[config.mk]
export PLATFORM = sky130hd
export DESIGN_NAME = alu_seq
export DESIGN_NICKNAME = d
export VERILOG_FILES = /design/src/rtl/alu_pkg.sv /design/src/rtl/alu_iter_unit.sv /design/src/rtl/alu_seq.sv
export SDC_FILE = /design/constraint.sdc
export NUM_CORES = 1
export LEC_CHECK = 0
export CORE_ASPECT_RATIO = 1.25
export CORE_UTILIZATION = 65
export DETAILED_ROUTE_END_ITERATION = 6
export GPL_TIMING_DRIVEN = 0
export PLACE_DENSITY_LB_ADDON = 0.25
export RECOVER_POWER = 100
export SLEW_MARGIN = 20
export SYNTH_ARGS = -nofsm -noshare
export SYNTH_HDL_FRONTEND = slang
export SYNTH_HIERARCHICAL = 1
export SYNTH_SLANG_ARGS = --single-unit
[constraint.sdc]
create_clock -name clk -period 8.05 [get_ports clk]
set_input_delay 1.61 -clock clk [delete_from_list [all_inputs] [get_ports clk]]
set_output_delay 1.61 -clock clk [all_outputs]
set_load 0.005 [all_outputs]
[src/rtl/alu_pkg.sv]
// alu_pkg: function codes, FSM states and shift-width helpers for alu_seq; MULTU code is only decoded when ALU_MULTU_EN is defined
package alu_pkg;

    localparam logic [5:0] F_SRL   = 6'd2;
    localparam logic [5:0] F_MFHI  = 6'd16;
    localparam logic [5:0] F_MFLO  = 6'd18;
    localparam logic [5:0] F_MULTU = 6'd25;
    localparam logic [5:0] F_DIVU  = 6'd27;
    localparam logic [5:0] F_ADD   = 6'd32;
    localparam logic [5:0] F_SUB   = 6'd34;
    localparam logic [5:0] F_AND   = 6'd36;
    localparam logic [5:0] F_OR    = 6'd37;
    localparam logic [5:0] F_SLT   = 6'd42;

    localparam int DEF_WIDTH = 32;
    localparam int SHAMT_W   = $clog2(DEF_WIDTH);

    typedef enum logic [1:0] {S_IDLE, S_RUN, S_DONE} state_e;

endpackage

[src/rtl/alu_iter_unit.sv]
// alu_iter_unit: iterative DIVU (and MULTU when ALU_MULTU_EN is defined) unit owning the FSM, counter and HI/LO
module alu_iter_unit
    import alu_pkg::*;
#(
    parameter int WIDTH = 32
) (
    input  logic             clk,
    input  logic             reset,
    input  logic [WIDTH-1:0] a_i,
    input  logic [WIDTH-1:0] b_i,
    input  logic [5:0]       func_i,
    input  logic             start_i,
    output logic [WIDTH-1:0] hi_o,
    output logic [WIDTH-1:0] lo_o,
    output logic             busy_o,
    output logic             done_o,
    output logic             div_zero_o
);

    localparam int CNT_W = $clog2(WIDTH);

    state_e           state_q, state_d;
    logic [CNT_W-1:0] cnt_q, cnt_d;
    logic [WIDTH-1:0] acc_q, acc_d, quo_q, quo_d, opb_q, opb_d, hi_q, hi_d, lo_q, lo_d;
    logic             mul_q, mul_d, dz_q, dz_d;
    logic             go, go_mul, last;
    logic [WIDTH:0]   trial, sum;

`ifdef ALU_MULTU_EN
    assign go_mul = func_i == F_MULTU;
`else
    assign go_mul = 1'b0;
`endif

    assign go    = start_i && (func_i == F_DIVU || go_mul);
    assign last  = cnt_q == CNT_W'(WIDTH - 1);
    // acc:quo is the partial remainder with the dividend shifting out of quo, or the partial product shifting right
    assign trial = {acc_q, quo_q[WIDTH-1]} - {1'b0, opb_q};
    assign sum   = {1'b0, acc_q} + (quo_q[0] ? {1'b0, opb_q} : '0);

    assign hi_o       = hi_q;
    assign lo_o       = lo_q;
    assign busy_o     = state_q == S_RUN;
    assign done_o     = state_q == S_DONE;
    assign div_zero_o = dz_q;

    // next state: launch from IDLE, one iteration per RUN cycle, commit HI/LO on the last one
    always_comb begin
        state_d = state_q;
        cnt_d   = cnt_q;
        acc_d   = acc_q;
        quo_d   = quo_q;
        opb_d   = opb_q;
        mul_d   = mul_q;
        hi_d    = hi_q;
        lo_d    = lo_q;
        dz_d    = dz_q;
        case (state_q)
            S_IDLE: if (go) begin
                state_d = S_RUN;
                cnt_d   = '0;
                acc_d   = '0;
                quo_d   = a_i;
                opb_d   = b_i;
                mul_d   = go_mul;
            end
            S_RUN: begin
                cnt_d = cnt_q + CNT_W'(1);
                acc_d = mul_q ? sum[WIDTH:1] : trial[WIDTH] ? {acc_q[WIDTH-2:0], quo_q[WIDTH-1]} : trial[WIDTH-1:0];
                quo_d = mul_q ? {sum[0], quo_q[WIDTH-1:1]} : {quo_q[WIDTH-2:0], ~trial[WIDTH]};
                if (last) begin
                    state_d = S_DONE;
                    hi_d    = acc_d;
                    lo_d    = quo_d;
                    dz_d    = !mul_q && opb_q == '0;
                end
            end
            default: state_d = S_IDLE;
        endcase
    end

    // state register with synchronous reset that also aborts a running operation
    always_ff @(posedge clk) begin
        if (reset) begin
            state_q <= S_IDLE;
            cnt_q   <= '0;
            acc_q   <= '0;
            quo_q   <= '0;
            opb_q   <= '0;
            mul_q   <= 1'b0;
            hi_q    <= '0;
            lo_q    <= '0;
            dz_q    <= 1'b0;
        end else begin
            state_q <= state_d;
            cnt_q   <= cnt_d;
            acc_q   <= acc_d;
            quo_q   <= quo_d;
            opb_q   <= opb_d;
            mul_q   <= mul_d;
            hi_q    <= hi_d;
            lo_q    <= lo_d;
            dz_q    <= dz_d;
        end
    end

endmodule

[src/rtl/alu_seq.sv]
// alu_seq: MIPS-style ALU with registered single-cycle ops and iterative DIVU/MULTU into HI/LO (MULTU gated by ALU_MULTU_EN)
module alu_seq
    import alu_pkg::*;
#(
    parameter int WIDTH = 32
) (
    input  logic             clk,
    input  logic             reset,
    input  logic [WIDTH-1:0] dataA,
    input  logic [WIDTH-1:0] dataB,
    input  logic [5:0]       Signal,
    input  logic             start,
    output logic [WIDTH-1:0] Output,
    output logic             busy,
    output logic             done,
    output logic             div_zero
);

    localparam int SH_W = $clog2(WIDTH);

    logic [WIDTH-1:0] out_q, out_d, hi, lo;

    alu_iter_unit #(.WIDTH(WIDTH)) u_iter (
        .clk        (clk),
        .reset      (reset),
        .a_i        (dataA),
        .b_i        (dataB),
        .func_i     (Signal),
        .start_i    (start),
        .hi_o       (hi),
        .lo_o       (lo),
        .busy_o     (busy),
        .done_o     (done),
        .div_zero_o (div_zero)
    );

    assign Output = out_q;

    // single-cycle result select; multi-cycle and unknown codes read as zero
    always_comb begin
        out_d = '0;
        case (Signal)
            F_AND:   out_d = dataA & dataB;
            F_OR:    out_d = dataA | dataB;
            F_ADD:   out_d = dataA + dataB;
            F_SUB:   out_d = dataA - dataB;
            F_SLT:   out_d = WIDTH'($signed(dataA) < $signed(dataB));
            F_SRL:   out_d = dataA >> dataB[SH_W-1:0];
            F_MFHI:  out_d = hi;
            F_MFLO:  out_d = lo;
            default: out_d = '0;
        endcase
    end

    // registered result
    always_ff @(posedge clk) begin
        if (reset) out_q <= '0;
        else       out_q <= out_d;
    end

endmodule

* Yosys cells after proc, flatten, opt, wreduce, memory -nomap -nowiden
Cells that the tools add are included.
Widths: inputs -> output; s select.
** Word-level totals
- Register bits :: 200
- Input port bits :: 73
- Output and inout port bits :: 35
- Word-level logic and storage cells :: 51
** Cells by class
- $add $sub $neg :: 4
- Order comparisons :: 1
- Equality and inequality tests :: 14
- Shift operators :: 1
- Muxes and demuxes :: 11
- Bitwise logic cells :: 3
- Reduce and logical (&&, ||, !) cells :: 8
** Operator list (count)
- $pmux 32 s8 :: 1
- $pmux 32 s2 :: 2
- $mux 32 :: 3
- $sub 33x32->33 :: 1
- $add 32x32->32 :: 1
- $and 32x32->32 :: 1
- $logic_not 32->1 :: 1
- $lt 32x32->1 :: 1
- $or 32x32->32 :: 1
- $shr 32x5->32 :: 1
- $sub 32x32->32 :: 1
- $eq 6x6->1 const B :: 5
- $eq 6x5->1 const B :: 3
- $pmux 5 s2 :: 1
- $reduce_and 2->1 :: 4
- $eq 6x2->1 const B :: 1
- $add 5x1->5 const B :: 1
- $eq 5x5->1 const B :: 1
- $mux 5 :: 1
- $mux 2 :: 2
- $ne 2x1->1 const B :: 2
- $pmux 2 s2 :: 1
- $eq 2x1->1 const B :: 1
- $eq 2x2->1 const B :: 1
- 4 further kinds :: 4

* Longest topological paths before layout
- Depth after elaboration :: 4
- Gate-level depth with buffers :: 15
- Mapped depth without buffers :: 13

* Cells and area by module
The synthesis kept the hierarchy.
** By module, submodules not included
- alu_iter_unit :: times used 1, cells an instance 1083, area each 8419.3 µm², sequential area each 3363.2 µm²
- alu_seq :: times used 1, cells an instance 1059, area each 7477.2 µm², sequential area each 640.6 µm²

* Least setup slack after synthesis
No wires, ideal clock.
- Path type :: input -> register
- Start :: input dataB[3]
- End :: register out_q[27] (netlist: Output[27])
- Library setup time :: 0.128 ns
- Arrival :: 4.773 ns
- Required time :: 7.922 ns
- Setup slack :: 3.149 ns
- Stages on the path :: 15
- Path buffers :: 4
- Path through :: clkbuf_1 inv_1 clkbuf_1 clkbuf_1 ha_1 buf_2 and2_4 nand3_4 a2111oi_4 nor2_2 o41a_1 o311a_4 xnor2_1 a221oi_1 nor2_1
** Between the ends
- Longest elaborated chain between the ends :: 2
- Elaborated cells on any way between the ends :: 4
- Those cells by class :: add/sub: 2; shift: 1; mux: 1
** Ends and longest elaborated chain
- start, declared :: line alu_seq.sv:10 : input logic [WIDTH-1:0] dataB,
- $sub 32x32->32, or another cell as far along :: line alu_seq.sv:46 : F_SUB: out_d = dataA - dataB;
- $pmux 32 s8 (*) :: line alu_seq.sv:42 : case (Signal)
- end signal, assigned :: line alu_seq.sv:58 : else out_q <= out_d;
- end, declared :: line alu_seq.sv:21 : logic [WIDTH-1:0] out_q, out_d, hi, lo;
Every way passes the cells marked *; elsewhere a longest branch is shown, timed or not.
A chain may end at the register's enable or synchronous reset.

* Worst setup path in the final report
- Start :: input dataB[3]
- End :: register out_q[23] (netlist: Output[23])
The elaborated chain is that of the path after synthesis.

==> metrics.md <==
| Metric | Value |
|---|---|
| Final setup violation count | 0 |
| Status | finished, final reports clean |
| Switching power share of the total | 33.5% |
| Vias per cell | 7.11 |
| Syn Area/Cell | 7.42 um^2 |
| Internal power | 1.69 mW |
| Total GRT Usage | 52.0% |
| Via count | 18517 |
| Clock Sinks | 200 |
| Synth area leader | dfxtp_1 |
| CP required | 8360 ps |
| H-tree Lvls | 4 |
| Area grow syn2layout | 12.4% |
| Post-CTS Setup Inserts | 0 |
| DP HPWL | 50.1 mm |
| Final instance area | 0.0179 mm^2 |
| Final Net Count | 2476 |
| CTS clk-pin slew, worst paths | 80 ps |
| Worst setup SP type | input port |
| GR Overflow Total | 0 |
| Post-synth top cells | nand2_1 (320), a21oi_1 (262), dfxtp_1 (200) |
| Normalized max-slew margin | 23.5% |
| CTS tree | built |
| WHS Path Cells | 2 |
| Synth warn | 6 |
| Setup_tns | 0 ps |
| Synth async-reset ratio | 0% |
| CP max stage cell | dlygate4sd3_1 |
| Routed WL | 65.2 mm |
| Critical Path Most Common Cell | clkbuf_1 |
| Root Buffer | clkbuf_16 |
| Ant. Diodes | 0 |
| Cells after Synth | 2142 |
| Synth Cell Area | 0.0159 mm^2 |
| Clk network pwr share | 36.3% |
| Post-synth EDFFs | 0 |
| Final Core Density | 74.8% |
| Tot Pwr | 2.54 mW |
| Fill cell count | 1911 |
| Die width | 142 um |
| Top post-synthesis cells by area | dfxtp_1 (25%), ha_1 (10%), a21oi_1 (8.2%) |
| Synth Register Bits | 200 |
| Drt drc | 0 |
| Critical path endpoint category | flip-flop |
| Syn_nets | 2350 |
| Synth cell types | 94 |
| Layout cells sized above 1 | 3.73% |
| Hold Crit Start | u_iter/lo_o[18]$_SDFFE_PP0P_ |
| Crit path cell chain | dlygate4sd3_1, clkbuf_1, inv_1, clkbuf_1, clkbuf_1, ha_1, clkbuf_1, nor2_1, a221oi_1, a2111oi_0, o31ai_1, a22oi_1, a21o_1, xnor2_1, a221oi_1, a21oi_1 |
| Most common cell in the netlist | nand2_1 |
| PostCTS Resize Cnt | 0 |
| Hold Buf Count CTS | 0 |
| IO Port Bufs | 107 |
| PwrDens | 142 mW/mm^2 |
| Hold WS | 461 ps |
| Final worst-path cycle share | 89.2% |
| Area of the die | 0.0251 mm^2 |
| Boundary Pins | 108 |
| F_max | 139 MHz |
| RR Startpoint | u_iter/quo_q[31]$_SDFFE_PP0P_ |
| Worst VDD drop | 0.000146 V |
| Num rows | 63 |
| Combinational group share of total power | 24.6% |
| DR pass1 iterations | 7 |
| Post-synth top area share | 25.2% |
| Crit-path max FO | 11 |
| WP data arrival | 7490 ps |
| Max-Cap Viols | 0 |
| Number of global-route vias before repair | 17849 |
| Hold crit path type | reg -> reg |
| Hold Crit Endpoint | u_iter/lo_o[18]$_SDFFE_PP0P_ |
| FF-to-FF path depth | 14 |
| WL per Instance | 25.0 um |
| Clock Latency Late Sink | 460 ps |
| Hold Vio Cnt, Final | 0 |
| Die H | 177 um |
| Core ar. | 0.0239 mm^2 |
| Placer Congestion | 1.17 |
| Slew @ Worst Pin | 1150 ps |
| Starting density of the core | 66.6% |
| Post-synthesis sequential area ratio | 25.2% |
| Clock Tree Buf Depth | 2 |
| Main synth FF type | dfxtp_1 |
| CP max stage delay | 750 ps |
| Reg2reg setup slack | 3090 ps |
| Final min period | 7180 ps |
| Flop pwr share | 39.1% |
| Initial antenna violation count | 1 |
| Post-route ant nets | 0 |
| Leakage | 7.06 nW |
| Slew Viols, Final | 0 |
| CTS buffer count | 17 |
| Pin count of the biggest net entering global routing | 19 |
| Unrepaired setup endpoints after global routing | no |
| Initial DRC Count | 2769 |
| Post-place instance area | 0.0174 mm^2 |
| Final setup skew | 12.4 ps |
| First-pass GRT wire length | 98.5 mm |
| Setup Crit Path Kind | in -> reg |
| Sw Pwr | 0.852 mW |
| RR Endpoint | u_iter/hi_o[0]$_SDFFE_PP0P_ |
## cell type report
| cell class | count | area (um^2) | share of cell area, % |
|---|---|---|---|
| Sequential cell | 200 | 4000 | 22.4 |
| Buffer | 147 | 583 | 3.26 |
| Timing Repair Buffer | 107 | 1070 | 5.99 |
| Clock inverter | 12 | 160 | 0.896 |
| Clock buffer | 20 | 457 | 2.56 |
| Multi-Input combinational cell | 1656 | 10700 | 59.7 |
| Inverter | 139 | 522 | 2.92 |
| Tap cell | 325 | 407 | 2.28 |
## worst max path at each step
stage | endpoint | slack, ps | from | cells after the start
final | Output[23]$_SDFF_PP0_ | 870 | dataB[3] | 16
after global routing | Output[28]$_SDFF_PP0_ | 920 | dataB[3] | 16
after CTS | Output[28]$_SDFF_PP0_ | 1710 | dataB[3] | 16
after detailed placement | Output[28]$_SDFF_PP0_ | 1230 | dataB[3] | 16
after global placement | Output[28]$_SDFF_PP0_ | 1230 | dataB[3] | 16
after floorplan | Output[27]$_SDFF_PP0_ | 3150 | dataB[3] | 15
## per-stage QoR
stage / worst slack (ps) / std cells
finish: 867 / 2606
global route: 915 / 2606
CTS: 1710 / 2606
detailed placement: 1230 / 2574
global placement: 1230 / 2574
floorplan: 3150 / 2142
## critical path, delay by kind of cell
kind	cells	cell delay, ps
compound gates	7	2850
xor+xnor	1	120
fa+ha+maj	1	400
buf+inv	6	2440
simple gates	1	70
## power by group through the flow
stage                     clock network, mW  registers (mW)  logic (mW)
after floorplan                           0            1.02       0.381
after global placement                    0            1.02       0.591
after detailed placement                  0            1.02       0.596
after CTS                             0.908           0.993       0.601
after global routing                  0.951           0.993       0.654
final                                 0.921           0.993       0.626
## sequential cells by signal (all words and copies together), names as in the netlist
register and flops:
Output 32, u_iter/acc_q 32, u_iter/hi_o 32, u_iter/lo_o 32, u_iter/opb_q 32, u_iter/quo_q 32, u_iter/cnt_q 5, u_iter/state_q 2
u_iter/div_zero_o 1
## placed cells by master (no fill, tap or decap), types with 37 or more instances in the layout
master and instances:
a211oi_1 37, a21oi_1 262, a22oi_1 47, clkbuf_1 122, clkdlybuf4s50_1 68, dfxtp_1 200, dlygate4sd3_1 39, ha_1 132
inv_1 138, nand2_1 320, nor2_1 167, nor3_1 40, o21ai_0 120
## cells by family after synthesis
logic type / after synthesis / share of synthesized area (%)
xor+xnor: 40 / 2.20
mux: 52 / 4.46
simple gates: 696 / 19.7
compound gates: 733 / 30.6
fa+ha+maj: 135 / 10.8
flops: 200 / 25.2
buf+inv: 286 / 7.10
## metal layers
metal	GRT usage [%]	vias up	wire length [um]
met3	14.2	527	7580
met2	83.3	1525	28900
li1	-	7999	-
met1	56.6	8464	22000
met4	45.5	2	6760
met5	0.810	-	11
Note: power is estimated with default switching activity, not from simulation.
